==> src/rtl/alu_slice_serial_pkg.sv <==
// Shared types, function-select constants and the per-bit propagate/generate
// helper for the bit-serial 181-style ALU.
package alu_slice_serial_pkg;

   typedef enum logic [1:0] {
      ST_IDLE = 2'd0,
      ST_RUN  = 2'd1,
      ST_DONE = 2'd2
   } state_e;

   // Commonly used function selects (S3..S0)
   localparam logic [3:0] S_PASS_A = 4'b0000;
   localparam logic [3:0] S_MINUS1 = 4'b0011;
   localparam logic [3:0] S_SUB_M1 = 4'b0110;
   localparam logic [3:0] S_ADD    = 4'b1001;

   // Per-bit {propagate, generate}. Generate is always a subset of propagate,
   // so the sum P+G needs no separate half-sum term.
   function automatic logic [1:0] bit_pg(input logic a, input logic b,
                                         input logic [3:0] s);
      logic p;
      logic g;
      p = a | (b & s[0]) | (~b & s[1]);
      g = (a & ~b & s[2]) | (a & b & s[3]);
      return {p, g};
   endfunction

endpackage

==> src/rtl/alu_slice_serial_slice_comb.sv <==
// Combinational SLICE-bit ALU slice.
// Ports:
//   i_a, i_b   : operand slices
//   i_s, i_m   : function select and mode (1 = logic)
//   i_c        : carry into this slice (active-high)
//   i_gc       : generate-only carry into this slice (chain seeded with 0)
//   o_f        : result slice
//   o_c, o_gc  : carry / generate-only carry out of the slice
//   o_p_and    : AND of (P ^ G) over the slice
module alu_slice_comb #(
   parameter int unsigned SLICE = 4
) (
   input  logic [SLICE-1:0] i_a,
   input  logic [SLICE-1:0] i_b,
   input  logic [3:0]       i_s,
   input  logic             i_m,
   input  logic             i_c,
   input  logic             i_gc,
   output logic [SLICE-1:0] o_f,
   output logic             o_c,
   output logic             o_gc,
   output logic             o_p_and
);
   import alu_slice_serial_pkg::*;

   // Ripple both carry chains across the slice; G subset of P gives c' = G | P&c
   always_comb begin : slice_chain
      logic [1:0] w_pg;
      logic       w_c;
      logic       w_gc;
      logic       w_pa;
      w_pg = '0;
      w_c  = i_c;
      w_gc = i_gc;
      w_pa = 1'b1;
      o_f  = '0;
      for (int i = 0; i < int'(SLICE); i++) begin
         w_pg   = bit_pg(i_a[i], i_b[i], i_s);
         o_f[i] = i_m ? ~(w_pg[1] ^ w_pg[0]) : (w_pg[1] ^ w_pg[0] ^ w_c);
         w_c    = w_pg[0] | (w_pg[1] & w_c);
         w_gc   = w_pg[0] | (w_pg[1] & w_gc);
         w_pa   = w_pa & (w_pg[1] ^ w_pg[0]);
      end
      o_c     = w_c;
      o_gc    = w_gc;
      o_p_and = w_pa;
   end

endmodule

==> src/rtl/alu_slice_serial.sv <==
// Bit-serial 181-style ALU: WIDTH-bit word processed SLICE bits per clock,
// LSB slice first, behind valid/ready handshakes.
// Ports:
//   clk, rst_n          : clock, synchronous active-low reset
//   in_valid / in_ready : request handshake (a, b, s, m, ci_n captured on transfer)
//   out_valid/out_ready : result handshake
//   y                   : result word
//   co_n                : carry out, active-low
//   p_out, g_out        : word-level group propagate / generate
//   aeqb                : all result bits are 1
module alu_slice_serial #(
   parameter int unsigned WIDTH = 16,
   parameter int unsigned SLICE = 4
) (
   input  logic             clk,
   input  logic             rst_n,
   input  logic             in_valid,
   output logic             in_ready,
   input  logic [WIDTH-1:0] a,
   input  logic [WIDTH-1:0] b,
   input  logic [3:0]       s,
   input  logic             m,
   input  logic             ci_n,
   output logic             out_valid,
   input  logic             out_ready,
   output logic [WIDTH-1:0] y,
   output logic             co_n,
   output logic             p_out,
   output logic             g_out,
   output logic             aeqb
);
   import alu_slice_serial_pkg::*;

   localparam int unsigned NSLICE = WIDTH / SLICE;
   localparam int unsigned KW     = (NSLICE > 1) ? $clog2(NSLICE) : 1;
   localparam logic [WIDTH-1:0] SL_MASK = WIDTH'({SLICE{1'b1}});

   state_e r_state;
   state_e w_state_nxt;

   logic [WIDTH-1:0] r_a;
   logic [WIDTH-1:0] r_b;
   logic [3:0]       r_s;
   logic             r_m;
   logic [KW-1:0]    r_k;
   logic             r_carry;
   logic             r_gcarry;
   logic             r_prop;
   logic [WIDTH-1:0] r_y;
   logic             r_co_n;
   logic             r_p_out;
   logic             r_g_out;
   logic             r_aeqb;
   logic             r_in_ready;
   logic             r_out_valid;

   logic             w_accept;
   logic             w_step;
   logic             w_last;
   logic             w_in_ready_nxt;
   logic             w_out_valid_nxt;
   logic [SLICE-1:0] w_a_sl;
   logic [SLICE-1:0] w_b_sl;
   logic [SLICE-1:0] w_f;
   logic             w_c;
   logic             w_gc;
   logic             w_pa;
   logic [WIDTH-1:0] w_y_nxt;

   // Current slice of the captured operands
   assign w_a_sl = SLICE'(r_a >> (r_k * SLICE));
   assign w_b_sl = SLICE'(r_b >> (r_k * SLICE));
   assign w_last = (r_k == KW'(NSLICE - 1));

   alu_slice_comb #(.SLICE(SLICE)) u_slice (
      .i_a     (w_a_sl),
      .i_b     (w_b_sl),
      .i_s     (r_s),
      .i_m     (r_m),
      .i_c     (r_carry),
      .i_gc    (r_gcarry),
      .o_f     (w_f),
      .o_c     (w_c),
      .o_gc    (w_gc),
      .o_p_and (w_pa)
   );

   // Result word with slice k replaced; lower slices already final
   always_comb begin
      w_y_nxt = (r_y & ~(SL_MASK << (r_k * SLICE)))
              | (WIDTH'(w_f) << (r_k * SLICE));
   end

   // State register
   always_ff @(posedge clk) begin
      if (!rst_n) r_state <= ST_IDLE;
      else        r_state <= w_state_nxt;
   end

   // Next-state logic
   always_comb begin
      w_state_nxt = r_state;
      case (r_state)
         ST_IDLE: if (in_valid)  w_state_nxt = ST_RUN;
         ST_RUN:  if (w_last)    w_state_nxt = ST_DONE;
         ST_DONE: if (out_ready) w_state_nxt = ST_IDLE;
         default:                w_state_nxt = ST_IDLE;
      endcase
   end

   // Output/control decode; handshake flags are registered from next state
   always_comb begin
      w_accept        = 1'b0;
      w_step          = 1'b0;
      w_in_ready_nxt  = 1'b0;
      w_out_valid_nxt = 1'b0;
      w_accept        = (r_state == ST_IDLE) & in_valid;
      w_step          = (r_state == ST_RUN);
      w_in_ready_nxt  = (w_state_nxt == ST_IDLE);
      w_out_valid_nxt = (w_state_nxt == ST_DONE);
   end

   // Operand capture, slice sequencing and result registers
   always_ff @(posedge clk) begin
      if (!rst_n) begin
         r_a         <= '0;
         r_b         <= '0;
         r_s         <= '0;
         r_m         <= 1'b0;
         r_k         <= '0;
         r_carry     <= 1'b0;
         r_gcarry    <= 1'b0;
         r_prop      <= 1'b1;
         r_y         <= '0;
         r_co_n      <= 1'b1;
         r_p_out     <= 1'b0;
         r_g_out     <= 1'b0;
         r_aeqb      <= 1'b0;
         r_in_ready  <= 1'b1;
         r_out_valid <= 1'b0;
      end else begin
         r_in_ready  <= w_in_ready_nxt;
         r_out_valid <= w_out_valid_nxt;
         if (w_accept) begin
            r_a      <= a;
            r_b      <= b;
            r_s      <= s;
            r_m      <= m;
            r_k      <= '0;
            r_carry  <= ~ci_n;
            r_gcarry <= 1'b0;
            r_prop   <= 1'b1;
         end
         if (w_step) begin
            r_y      <= w_y_nxt;
            r_carry  <= w_c;
            r_gcarry <= w_gc;
            r_prop   <= r_prop & w_pa;
            r_k      <= r_k + KW'(1);
            if (w_last) begin
               r_co_n  <= ~w_c;
               r_p_out <= r_prop & w_pa;
               r_g_out <= w_gc;
               r_aeqb  <= &w_y_nxt;
            end
         end
      end
   end

   assign in_ready  = r_in_ready;
   assign out_valid = r_out_valid;
   assign y         = r_y;
   assign co_n      = r_co_n;
   assign p_out     = r_p_out;
   assign g_out     = r_g_out;
   assign aeqb      = r_aeqb;

endmodule

==> config.mk <==
export PLATFORM = sky130hd
export DESIGN_NAME = alu_slice_serial
export DESIGN_NICKNAME = d
export VERILOG_FILES = /design/src/rtl/alu_slice_serial_pkg.sv /design/src/rtl/alu_slice_serial_slice_comb.sv /design/src/rtl/alu_slice_serial.sv
export SDC_FILE = /design/constraint.sdc
export NUM_CORES = 1
export LEC_CHECK = 0
export CORE_UTILIZATION = 36
export DETAILED_ROUTE_END_ITERATION = 16
export HOLD_SLACK_MARGIN = 0.05
export PLACE_DENSITY = 0.56
export SYNTH_ARGS = -nofsm -noshare
export SYNTH_HDL_FRONTEND = slang
export SYNTH_HIERARCHICAL = 1
export SYNTH_SLANG_ARGS = --single-unit
==> constraint.sdc <==
create_clock -name clk -period 6.4 [get_ports clk]
set_input_delay 1.6 -clock clk [delete_from_list [all_inputs] [get_ports clk]]
set_output_delay 1.6 -clock clk [all_outputs]
set_load 0.03 [all_outputs]
Word level (Yosys, flattened, before mapping)
Index checks and enable logic that the tools add are counted.
{ "classes": {"eq_ne": 4, "mux": 16, "bitwise_logic": 78, "shifts": 4, "n_reduce_logical": 5, "n_addsub": 1} }
{ "op_table": {"columns": ["op", "count"], "rows": [
  ["$and A1 B1 Y1", 37],
  ["$shr A16 B4 Y4", 2],
  ["$or A1 B1 Y1", 20],
  ["$and A16 B16 Y16", 1],
  ["$not A16 Y16", 1],
  ["$or A16 B16 Y16", 1],
  ["$reduce_and A16 Y1", 1],
  ["$shl A4 B4 Y16", 1],
  ["$shl A4 B4 Y16 const A", 1],
  ["$mux W1", 10],
  ["$mux W2", 5],
  ["$not A1 Y1", 10],
  ["$xor A1 B1 Y1", 8],
  ["$eq A2 B2 Y1 const B", 3],
  ["$pmux W2 S3", 1],
  ["$logic_not A2 Y1", 2],
  ["$add A2 B1 Y2 const B", 1],
  ["$eq A2 B1 Y1 const B", 1],
  ["$reduce_and A2 Y1", 1],
  ["$reduce_bool A2 Y1", 1]
]} }
{ "totals": {"out_inout_bits": 22, "elab_cells": 124, "input_bits": 42, "register_bits": 66} }

Longest topological paths before layout
{ "depth": {"word_depth": 15, "ltp_mapped": 13, "ltp_nobuf": 10} }

Hierarchy
Netlist, hierarchy kept.
{ "modules_own_cells": {"columns": ["mod", "cells_each", "instances", "area_per_inst_um2", "seq_area_each_um2"], "rows": [
  ["alu_slice_serial", 321, 1, 2897.8, 1321.3],
  ["alu_slice_comb", 67, 1, 513.0, 0.0]
]} }

Least setup slack after synthesis
No wires, ideal clock.
{ "synth_path": {"path_kind": "register to register", "start": "register r_k[0]", "end": "register r_aeqb, in the netlist aeqb", "required_ns": 6.330, "arrival_time_ns": 3.069, "setup_ns": 0.070, "synth_period_minus_slack_ns": 3.139, "path_stages_with_launch": 13, "n_path_buf": 3, "setup_slack_ns": 3.261, "cell_sequence": "dfxtp_1 -> buf_6 -> buf_4 -> mux4_2 -> clkbuf_1 -> or2b_2 -> a21oi_1 -> nor4_1 -> o32ai_1 -> a21oi_1 -> nor4_1 -> nand4_1 -> a21boi_1"} }
{ "synth_between": {"word_cells_on_any_way": 72, "classes_between": "eq/ne (1); shift (4); mux (4); bitwise (61); reduce/logical (2)"} }
{ "synth_lines": {"columns": ["element", "line_no", "rtl"], "rows": [
  ["start: declaration", "alu_slice_serial.sv:45", "logic [KW-1:0] r_k;"],
  ["start signal: assignment", "alu_slice_serial.sv:159", "r_k <= r_k + KW'(1);"],
  ["$shr A16 B4 Y4 *", "alu_slice_serial.sv:71", "assign w_a_sl = SLICE'(r_a >> (r_k * SLICE));"],
  ["named net w_a_sl[1]", "alu_slice_serial.sv:62", "logic [SLICE-1:0] w_a_sl;"],
  ["$and A1 B1 Y1 / $or A1 B1 Y1 (equally long branches) (2 in series)", "alu_slice_serial_pkg.sv:24, alu_slice_serial_pkg.sv:23", null],
  ["$or A1 B1 Y1 / $and A1 B1 Y1 (equally long branches)", "alu_slice_serial_pkg.sv:24, alu_slice_serial_slice_comb.sv:40", null],
  ["$or A1 B1 Y1 *", "alu_slice_serial_slice_comb.sv:40", "w_c = w_pg[0] | (w_pg[1] & w_c);"],
  ["$and A1 B1 Y1 *", "alu_slice_serial_slice_comb.sv:40", null],
  ["$or A1 B1 Y1 *", "alu_slice_serial_slice_comb.sv:40", null],
  ["$xor A1 B1 Y1 *", "alu_slice_serial_slice_comb.sv:39", "o_f[i] = i_m ? ~(w_pg[1] ^ w_pg[0]) : (w_pg[1] ^ w_pg[0] ^ w_c);"],
  ["$mux W1 *", "alu_slice_serial_slice_comb.sv:39", null],
  ["named net w_f[3]", "alu_slice_serial.sv:64", "logic [SLICE-1:0] w_f;"],
  ["$shl A4 B4 Y16 *", "alu_slice_serial.sv:91", "| (WIDTH'(w_f) << (r_k * SLICE));"],
  ["$or A16 B16 Y16 *", "alu_slice_serial.sv:91", null],
  ["$reduce_and A16 Y1 *", "alu_slice_serial.sv:164", "r_aeqb <= &w_y_nxt;"],
  ["end signal: assignment", "alu_slice_serial.sv:164", null],
  ["end: declaration", "alu_slice_serial.sv:53", "logic r_aeqb;"]
]} }
Mark *: on every way through the listed nets, which the timed path passes. The rest lies on a longest branch.
A chain may end at the register's enable or synchronous reset.

Final worst setup path
Same ends and word-level chain as after synthesis.

==> results.py <==
metrics = {
    "run_status": {
        "status": "finished, final reports clean",
    },
    "die": {
        "start_util_pct": 37.1,
        "fp.coreArea_um2": 9200,
        "die_y_um": 99.3,
        "rows": 35,
        "dieArea_um2": 9870,
        "ioPinCount": 64,
        "chipWidth_um": 99.3,
    },
    "setup_path": {
        "crit_required_ns": 6.67,
        "worst_setup_path_start_kind": "flip-flop",
        "critPathKind": "reg -> reg",
        "crit_chain": "mux4_2 > or2b_2 > a21oi_1 > nor4_1 > o32ai_1 > a21oi_1 > nor4_1 > nand4_1 > a21boi_1",
        "worstSetupEndpointType": "flip-flop",
        "slowest_stage": "dfxtp_1",
        "cp.arrival_ns": 4.30,
        "cpPeakStageDelay_ns": 0.90,
        "crit_family": "compound AO/OA/AOI/OAI gates",
        "cp_max_fo": 20,
        "path_buf_inv": 0,
    },
    "sta": {
        "layout_min_cycle_time_ns": 4.03,
        "clock_skew_ns": 0.00726,
        "setup_slack_ns": 2.37,
        "finalSetupViolCount": 0,
        "fin_crit_sh_pct": 63.0,
        "worst_pin_slew_ns": 0.931,
        "max_freq_mhz": 248,
        "grt_setup_unrepaired": "no",
        "hold_viol": 0,
        "drv_slew": 0,
        "relSlewSlack_pct": 37.7,
        "tns_ns": 0,
    },
    "detailed_routing": {
        "drt-total-wl_um": 7990,
        "dr.pass1.iters": 4,
        "drc_errors": 0,
        "wl_per_cell_um": 14.4,
        "drtIter0Drc": 103,
        "vias": 2898,
        "ant_nets": 0,
        "viasPerCell": 5.20,
    },
    "logic_synthesis": {
        "syn-num-nets": 434,
        "yosysSeqAreaShare_pct": 38.7,
        "yosysWarnings": 6,
        "synth_enable_flop_cells": 0,
        "avgSynthCellArea_um2": 8.79,
        "ys_async_sr_fraction_pct": 0,
        "syn_area_um2": 3410,
        "ys_types": 55,
        "synthFlopType": "dfxtp_1",
        "synth_seq_cells": 66,
        "synthCells": 388,
    },
    "clock_network": {
        "h-tree-depth": 3,
        "clock_path_buffers": 2,
        "worstSkewPairLatency_ns": 0.34,
        "cts_buffers": 9,
        "cts_tree": "built",
        "cts_resized": 0,
        "holdBufCountCts": 0,
        "cts_setup_buffers": 0,
        "cts.sinks": 66,
        "cts.root.buffer_cell": "clkbuf_8",
        "clk_pin_slew_ns": 0.07,
    },
    "layout": {
        "post-route-util_pct": 46.7,
        "nFillCells": 907,
        "seqCellArea_um2": 1320,
        "areaGrowthSynthToFinish_pct": 26.0,
        "multiInputGateArea_um2": 1930,
        "final_cell_mix": "99 x nand2_1, 66 x dfxtp_1, 63 x clkdlybuf4s50_1",
        "drive_gt1_share_pct": 9.87,
        "final_nets": 487,
        "final_common_cell": "nand2_1",
        "finalInstanceArea_um2": 4300,
        "antennaDiodeCount": 0,
    },
    "pwr": {
        "total_power_uw": 1030,
        "powerDensity_nw_per_um2": 239,
        "ir_drop_mv": 0.0891,
        "power_leakage_uw": 0.00165,
    },
    "grt": {
        "track_usage_pct": 17.3,
        "antenna_found_initial": 0,
        "grt_pass1_wl_um": 13400,
        "grt_pass1_vias": 2822,
        "grt_max_degree": 38,
        "grt.overflow.total": 0,
    },
    "place": {
        "post-place-ws_ns": 2.39,
        "numPortBuffers": 63,
        "placed_cell_area_um2": 4080,
        "place_congestion": 0.877,
        "dp_hpwl_um": 5760,
    },
    "run": {
        "cap_violations": 0,
    },
    "worst_hold_path": {
        "hold_path_class": "reg -> reg",
    },
}
[through the flow]
| step | hold WS (ns) | instances |
|---|---|---|
| after CTS | 0.466 | 557 |
| after detailed placement | 0.456 | 541 |
| after global placement | 0.451 | 541 |
| final | 0.461 | 557 |
| after floorplan | 0.440 | 388 |
| after global routing | 0.490 | 557 |
[flip-flops by register name, indices dropped and copies added (netlist names)]
register	cells
y	16
g_out	1
r_s	4
r_gcarry	1
r_k	2
r_prop	1
co_n	1
out_valid	1
r_carry	1
r_m	1
r_state	2
aeqb	1
in_ready	1
p_out	1
r_a	16
r_b	16
[path summary, 6_finish.rpt]
check | slack, ns | startpoint | cells after the start | to
max | 2.37 | r_k[0] | 9 | aeqb
min | 0.46 | r_a[0] | 2 | r_a[0]
max reg2reg | 2.37 | r_k[0] | 9 | aeqb
min reg2reg | 0.46 | r_a[0] | 2 | r_a[0]
[tightest hold or removal path, stage by stage (launching register included)]
cell and delay [ns]:
dfxtp_1 0.31, nand2_1 0.04, a21boi_0 0.06
[cell families after synthesis]
logic type,count (synthesis),synth area share [%]
fa+ha+maj,4,1.47
simple gates,162,22.1
buf+inv,33,4.70
flops,66,38.7
xor+xnor,3,0.771
mux,16,9.06
compound gates,104,23.1
[synthesized netlist by cell type (all sizes together) (3+ instances only)]
cell | n | share of area [%]
and2b | 3 | 0.70
ha | 4 | 1.5
o21ai | 3 | 0.44
or3 | 3 | 0.55
nor2b | 23 | 4.2
inv | 8 | 0.88
a21boi | 43 | 9.5
o31ai | 3 | 0.66
nand2b | 3 | 0.55
buf | 15 | 2.7
clkbuf | 10 | 1.1
mux2 | 3 | 0.99
mux4 | 11 | 7.5
nor4 | 4 | 0.73
nor3 | 3 | 0.73
a22oi | 7 | 1.5
dfxtp | 66 | 39
o211a | 13 | 3.8
nor2 | 11 | 1.2
nand4 | 3 | 0.55
nand2 | 99 | 11
a21oi | 16 | 2.3
[layer usage]
metal | vias to the layer above | global-route usage [%] | routed length, µm
li1 | 1464 | - | -
met1 | 1370 | 22.7 | 3990
met2 | 55 | 27.5 | 3590
met3 | 9 | 4.22 | 297
met4 | 0 | 6.67 | 119
met5 | - | 0 | 0
[final cells by class]
type,instances,share of cell area [%]
clock buffer,11,3.29
clock inverter,5,1.80
inverter,8,0.698
multi-input combinational,289,44.9
sequential,66,30.7
tap,111,3.23
timing repair buffer,67,15.4
[where the power goes]
| part | switching (µW) | internal [µW] |
|---|---|---|
| clock network | 158 | 229 |
| registers | 22.0 | 433 |
| logic | 96.5 | 91.1 |
Note: power is estimated with default switching activity, not from simulation.
